### config.mk
export PLATFORM = sky130hd
export DESIGN_NAME = seq_sm_multiplier_flat
export DESIGN_NICKNAME = d
export VERILOG_FILES = /design/src/rtl/seq_sm_multiplier_if.sv /design/src/rtl/seq_sm_multiplier.sv /design/src/flat_wrapper.sv
export SDC_FILE = /design/constraint.sdc
export NUM_CORES = 1
export LEC_CHECK = 0
export BUFFER_PORTS_ARGS = -buffer_cell sky130_fd_sc_hd__buf_4
export CAP_MARGIN = 20
export CORE_MARGIN = 2
export CORE_UTILIZATION = 59
export CTS_BUF_LIST = sky130_fd_sc_hd__clkbuf_2
export CTS_CLUSTER_DIAMETER = 120
export DETAILED_ROUTE_END_ITERATION = 12
export GPL_TIMING_DRIVEN = 0
export PLACE_DENSITY_LB_ADDON = 0.12
export SYNTH_ARGS = -nofsm -noshare
export SYNTH_HDL_FRONTEND = slang
export SYNTH_SLANG_ARGS = --single-unit
### constraint.sdc
create_clock -name clock -period 3.4 [get_ports clock]
set_clock_uncertainty 0.05 [all_clocks]
set_input_delay 0.17 -clock clock [delete_from_list [all_inputs] [get_ports clock]]
set_output_delay 0.17 -clock clock [all_outputs]
set_load 0.03 [all_outputs]
### src/rtl/seq_sm_multiplier_if.sv
// Handshake and result bundle between the operand entry registers and the
// sequential sign-magnitude multiplier.
interface seq_sm_multiplier_if #(
    parameter int WIDTH = 8
);
    logic                 start;
    logic                 mode;
    logic [WIDTH-1:0]     multiplicand;
    logic [WIDTH-1:0]     multiplier;
    logic                 busy;
    logic                 done;
    logic [2*WIDTH-1:0]   result;
    logic [2*WIDTH-1:0]   product_tc;
    logic [3:0]           sign;
    logic                 zflag;

    modport master (
        output start, mode, multiplicand, multiplier,
        input  busy, done, result, product_tc, sign, zflag
    );

    modport slave (
        input  start, mode, multiplicand, multiplier,
        output busy, done, result, product_tc, sign, zflag
    );
endinterface

### src/rtl/seq_sm_multiplier.sv
// Shift-add multiplier on operand magnitudes with early termination once the
// remaining multiplier bits are all zero; returns magnitude, signed product and display sign.
module seq_sm_multiplier #(
    parameter int WIDTH = 8
) (
    input  logic                 clock,
    input  logic                 rst,
    seq_sm_multiplier_if.slave   bus
);
    localparam logic [3:0] SIGN_NEG = 4'b1010;
    localparam logic [3:0] SIGN_POS = 4'b1100;

    typedef enum logic [1:0] {
        IDLE,
        RUN,
        DONE
    } state_t;

    state_t               state;
    logic [2*WIDTH-1:0]   mcand_sh;
    logic [WIDTH-1:0]     mplr_sh;
    logic [2*WIDTH-1:0]   acc;
    logic                 neg;

    logic [WIDTH-1:0]     mag_a;
    logic [WIDTH-1:0]     mag_b;
    logic                 neg_in;
    logic                 accept;
    logic [WIDTH-1:0]     next_mplr;
    logic                 negz;

    // Mode 1 abs keeps the most negative value as its unsigned magnitude.
    always_comb begin
        mag_a = {1'b0, bus.multiplicand[WIDTH-2:0]};
        mag_b = {1'b0, bus.multiplier[WIDTH-2:0]};
        if (bus.mode) begin
            mag_a = bus.multiplicand[WIDTH-1] ? -bus.multiplicand : bus.multiplicand;
            mag_b = bus.multiplier[WIDTH-1]   ? -bus.multiplier   : bus.multiplier;
        end
        neg_in    = bus.multiplicand[WIDTH-1] ^ bus.multiplier[WIDTH-1];
        accept    = bus.start && ((state == IDLE) || (state == DONE));
        next_mplr = mplr_sh >> 1;
        negz      = neg && (acc != '0);
    end

    always_ff @(posedge clock) begin
        if (rst) begin
            state          <= IDLE;
            mcand_sh       <= '0;
            mplr_sh        <= '0;
            acc            <= '0;
            neg            <= 1'b0;
            bus.busy       <= 1'b0;
            bus.done       <= 1'b0;
            bus.result     <= '0;
            bus.product_tc <= '0;
            bus.sign       <= SIGN_POS;
            bus.zflag      <= 1'b1;
        end else begin
            bus.done <= 1'b0;
            case (state)
                IDLE: ;
                RUN: begin
                    if (mplr_sh[0]) begin
                        acc <= acc + mcand_sh;
                    end
                    mcand_sh <= mcand_sh << 1;
                    mplr_sh  <= next_mplr;
                    if (next_mplr == '0) begin
                        state    <= DONE;
                        bus.busy <= 1'b0;
                    end
                end
                DONE: begin
                    bus.done       <= 1'b1;
                    bus.result     <= acc;
                    bus.product_tc <= negz ? -acc : acc;
                    bus.sign       <= negz ? SIGN_NEG : SIGN_POS;
                    bus.zflag      <= (acc == '0);
                    state          <= IDLE;
                end
                default: state <= IDLE;
            endcase

            // A start seen in DONE overrides the return to IDLE, giving back-to-back runs.
            if (accept) begin
                neg      <= neg_in;
                mcand_sh <= {{WIDTH{1'b0}}, mag_a};
                mplr_sh  <= mag_b;
                acc      <= '0;
                if (mag_b == '0) begin
                    state    <= DONE;
                    bus.busy <= 1'b0;
                end else begin
                    state    <= RUN;
                    bus.busy <= 1'b1;
                end
            end
        end
    end
endmodule

### src/flat_wrapper.sv
// flat-port wrapper written by rule: the top's interface ports become plain ports
module seq_sm_multiplier_flat 
#(
    parameter int WIDTH = 8
)
  (clock, rst, bus_start, bus_mode, bus_multiplicand, bus_multiplier, bus_busy, bus_done, bus_result, bus_product_tc, bus_sign, bus_zflag);
  seq_sm_multiplier_if #(.WIDTH(WIDTH)) bus_i ();
  input  logic clock;
  input  logic rst;
  input wire logic [$bits(bus_i.start)-1:0] bus_start;
  input wire logic [$bits(bus_i.mode)-1:0] bus_mode;
  input wire logic [$bits(bus_i.multiplicand)-1:0] bus_multiplicand;
  input wire logic [$bits(bus_i.multiplier)-1:0] bus_multiplier;
  output wire logic [$bits(bus_i.busy)-1:0] bus_busy;
  output wire logic [$bits(bus_i.done)-1:0] bus_done;
  output wire logic [$bits(bus_i.result)-1:0] bus_result;
  output wire logic [$bits(bus_i.product_tc)-1:0] bus_product_tc;
  output wire logic [$bits(bus_i.sign)-1:0] bus_sign;
  output wire logic [$bits(bus_i.zflag)-1:0] bus_zflag;
  assign bus_i.start = bus_start;
  assign bus_i.mode = bus_mode;
  assign bus_i.multiplicand = bus_multiplicand;
  assign bus_i.multiplier = bus_multiplier;
  assign bus_busy = bus_i.busy;
  assign bus_done = bus_i.done;
  assign bus_result = bus_i.result;
  assign bus_product_tc = bus_i.product_tc;
  assign bus_sign = bus_i.sign;
  assign bus_zflag = bus_i.zflag;
  seq_sm_multiplier #(.WIDTH(WIDTH)) u_core (.clock(clock), .rst(rst), .bus(bus_i));
endmodule
==> results.json <==
{
  "grt_start_max_net_pins": 15,
  "synth_fp_nets": 568,
  "timing.hold.ws_ns": 0.0829,
  "ant_nets": 0,
  "die_h_um": 88.2,
  "dp_slack_ns": 0.627,
  "grt_first_pass_wirelength_um": 16500,
  "grt-ovfl-total": 0,
  "boundaryPins": 59,
  "nets": 650,
  "power_mw": 1.90,
  "place_area_um2": 4730,
  "clock_sinks": 79,
  "cts.repair.resized": 0,
  "design_area_um2": 5020,
  "power_density_nw_per_um2": 378,
  "drv_slew": 0,
  "crit_arrival_ns": 3.29,
  "cts_inserted_buffers": 9,
  "die_area_um2": 7780,
  "netlist_instances": 529,
  "numPortBuffers": 56,
  "slowest_stage": "dfxtp_1",
  "end_kind": "register",
  "drt-initial-drc-count": 256,
  "clk_latency_ns": 0.51,
  "layout-drive-gt1-share_pct": 14.3,
  "die_x_um": 88.2,
  "dp_hpwl_um": 7530,
  "cts_tree": "yes",
  "power.leakage_nw": 1.99,
  "layout_setup_ws_ns": 0.533,
  "setup_tns_ns": 0,
  "ys_warn_count": 0,
  "ys_async_sr_fraction_pct": 0,
  "worstPathMaxFanout": 7,
  "grt_pass1_vias": 3473,
  "via_per_inst": 5.61,
  "wl_um": 10200,
  "path_buf_inv": 0,
  "syn_to_final_growth_pct": 19.9,
  "peakVddDrop_mv": 0.249,
  "dr_total_vias": 3993,
  "final_cell_mix": "nand2_1 (92), dfxtp_1 (79), a21oi_1 (63), nor2_1 (63), buf_4 (59)",
  "ys.flop_type": "dfxtp_1",
  "period_minus_slack_ns": 2.87,
  "worstSetupPathType": "reg -> reg",
  "run_status": "finished clean",
  "yosysSeqAreaShare_pct": 37.8,
  "period_share_pct": 84.3,
  "hp-class": "in -> reg",
  "grt_use_total_pct": 27.0,
  "syn_area_per_cell_um2": 7.91,
  "clkTransAtPathRegs_ns": 0.23,
  "start_util_pct": 61.3,
  "wl_per_cell_um": 14.3,
  "yosys_register_bits": 79,
  "max_cap_viol_count": 0,
  "finalSetupViolCount": 0,
  "rsz0062_at_grt": "no",
  "first_pass_iters": 6,
  "clock_path_buffers": 2,
  "startpoint_type": "register",
  "finalHoldViolCount": 0,
  "final_common_cell": "nand2_1",
  "synth_area_um2": 4190,
  "fp.coreArea_um2": 6830,
  "rows": 30,
  "max_stage_delay_ns": 0.44,
  "required_ns": 3.83,
  "worstMarginPinSlew_ns": 0.606,
  "num-fill-cells": 538,
  "synth_edf_count": 0,
  "n_antenna_cell": 0,
  "relSlewSlack_pct": 59.1,
  "root_buffer": "clkbuf_2",
  "htreeDepth": 3,
  "crit_chain": "ha_1, fa_1, a211oi_1, o21ai_1, a41oi_1, o21ai_0, a21oi_1, mux2i_1, a21o_1",
  "place.gp.congestion": 0.915,
  "ys_types": 53,
  "critical_path.top_delay_family": "compound AO/OA/AOI/OAI gates",
  "drc_errors": 0,
  "antenna_found_initial": 0,
  "timing.fmax_mhz": 349
}
-- path summary, 6_finish.rpt --
check / startpoint / endpoint / slack (ns) / cells past startpoint
worst max-delay path: u_core.acc[0] / u_core.acc[14] / 0.53 / 9
worst min-delay path: bus_multiplier[5] / u_core.mplr_sh[5] / 0.08 / 5
worst max register to register: u_core.acc[0] / u_core.acc[14] / 0.53 / 9
worst min register to register: u_core.bus.result[6] / u_core.bus.result[6] / 0.42 / 2
-- final cells by class --
cell class	instances	area, um2	share of cell area [%]
multi-input combinational	410	2430	48.5
inverter	10	37.5	0.748
sequential	79	1580	31.5
timing repair buffer	71	571	11.4
clock buffer	10	50.0	0.997
clock inverter	6	92.6	1.84
buffer	30	131	2.62
tap	96	120	2.39
-- layer usage --
layer	wire length (um)	global-route usage, %	up-vias
met1	4580	36.1	1829
met5	0	0	-
li1	-	-	2024
met3	497	4.10	27
met4	252	11.0	0
met2	4890	44.0	113
-- metrics by stage --
| stage | util (%) | cells |
|---|---|---|
| global placement | 69.2 | 681 |
| detailed placement | 69.2 | 681 |
| floorplan | - | 529 |
| global route | 73.5 | 712 |
| finish | 73.5 | 712 |
| CTS | 73.5 | 712 |
-- registers in the layout, indices dropped and copies added, names as in the netlist --
| name | flops |
|---|---|
| u_core.bus.product_tc | 16 |
| u_core.bus.result | 15 |
| u_core.bus.sign | 2 |
| u_core.state | 2 |
| u_core.acc | 16 |
| u_core.bus.done | 1 |
| u_core.bus.busy | 1 |
| u_core.mplr_sh | 8 |
| u_core.mcand_sh | 16 |
| u_core.neg | 1 |
| u_core.bus.zflag | 1 |
-- Yosys cell counts, drive strengths merged, types with 11 or more instances --
cell / count / area [um2]
a21oi: 63 / 315
clkbuf: 22 / 82.6
nor2: 63 / 236
a22oi: 11 / 82.6
o21ai: 17 / 85.1
xnor2: 14 / 123
ha: 18 / 225
nor3: 12 / 60.1
dfxtp: 79 / 1580
xor2: 14 / 123
nand2: 92 / 345
a211oi: 17 / 133
-- report_power, final --
part / leakage, nW / switching (mW) / total, mW / internal, mW
clock network: 0.0792 / 0.345 / 0.597 / 0.251
registers: 0.641 / 0.0245 / 0.987 / 0.962
logic: 1.26 / 0.193 / 0.313 / 0.120
total: 1.99 / 0.562 / 1.90 / 1.33
-- worst min-delay path, cell delays in order --
cell      delay (ns)
buf_4           0.10
xnor2_1         0.10
nor2_1          0.12
a221oi_1        0.06
nor2_1          0.08
-- what timing repair did --
action / in CTS / in global routing
endpoints found under the hold margin: 13 / 0
hold buffers: 15 / 0
buffers inserted: 0 / 0
-- kinds of logic after synthesis --
family,share of synthesized area (%)
other,0.179
AOI/OAI and AO/OA,21.7
and+or+nand+nor,23.8
adders and majority gates,5.86
xor gates and xnor gates,5.86
DFF,37.8
muxes,0.747
buffers and inverters,4.04
Note: power is estimated with default switching activity, not from simulation.
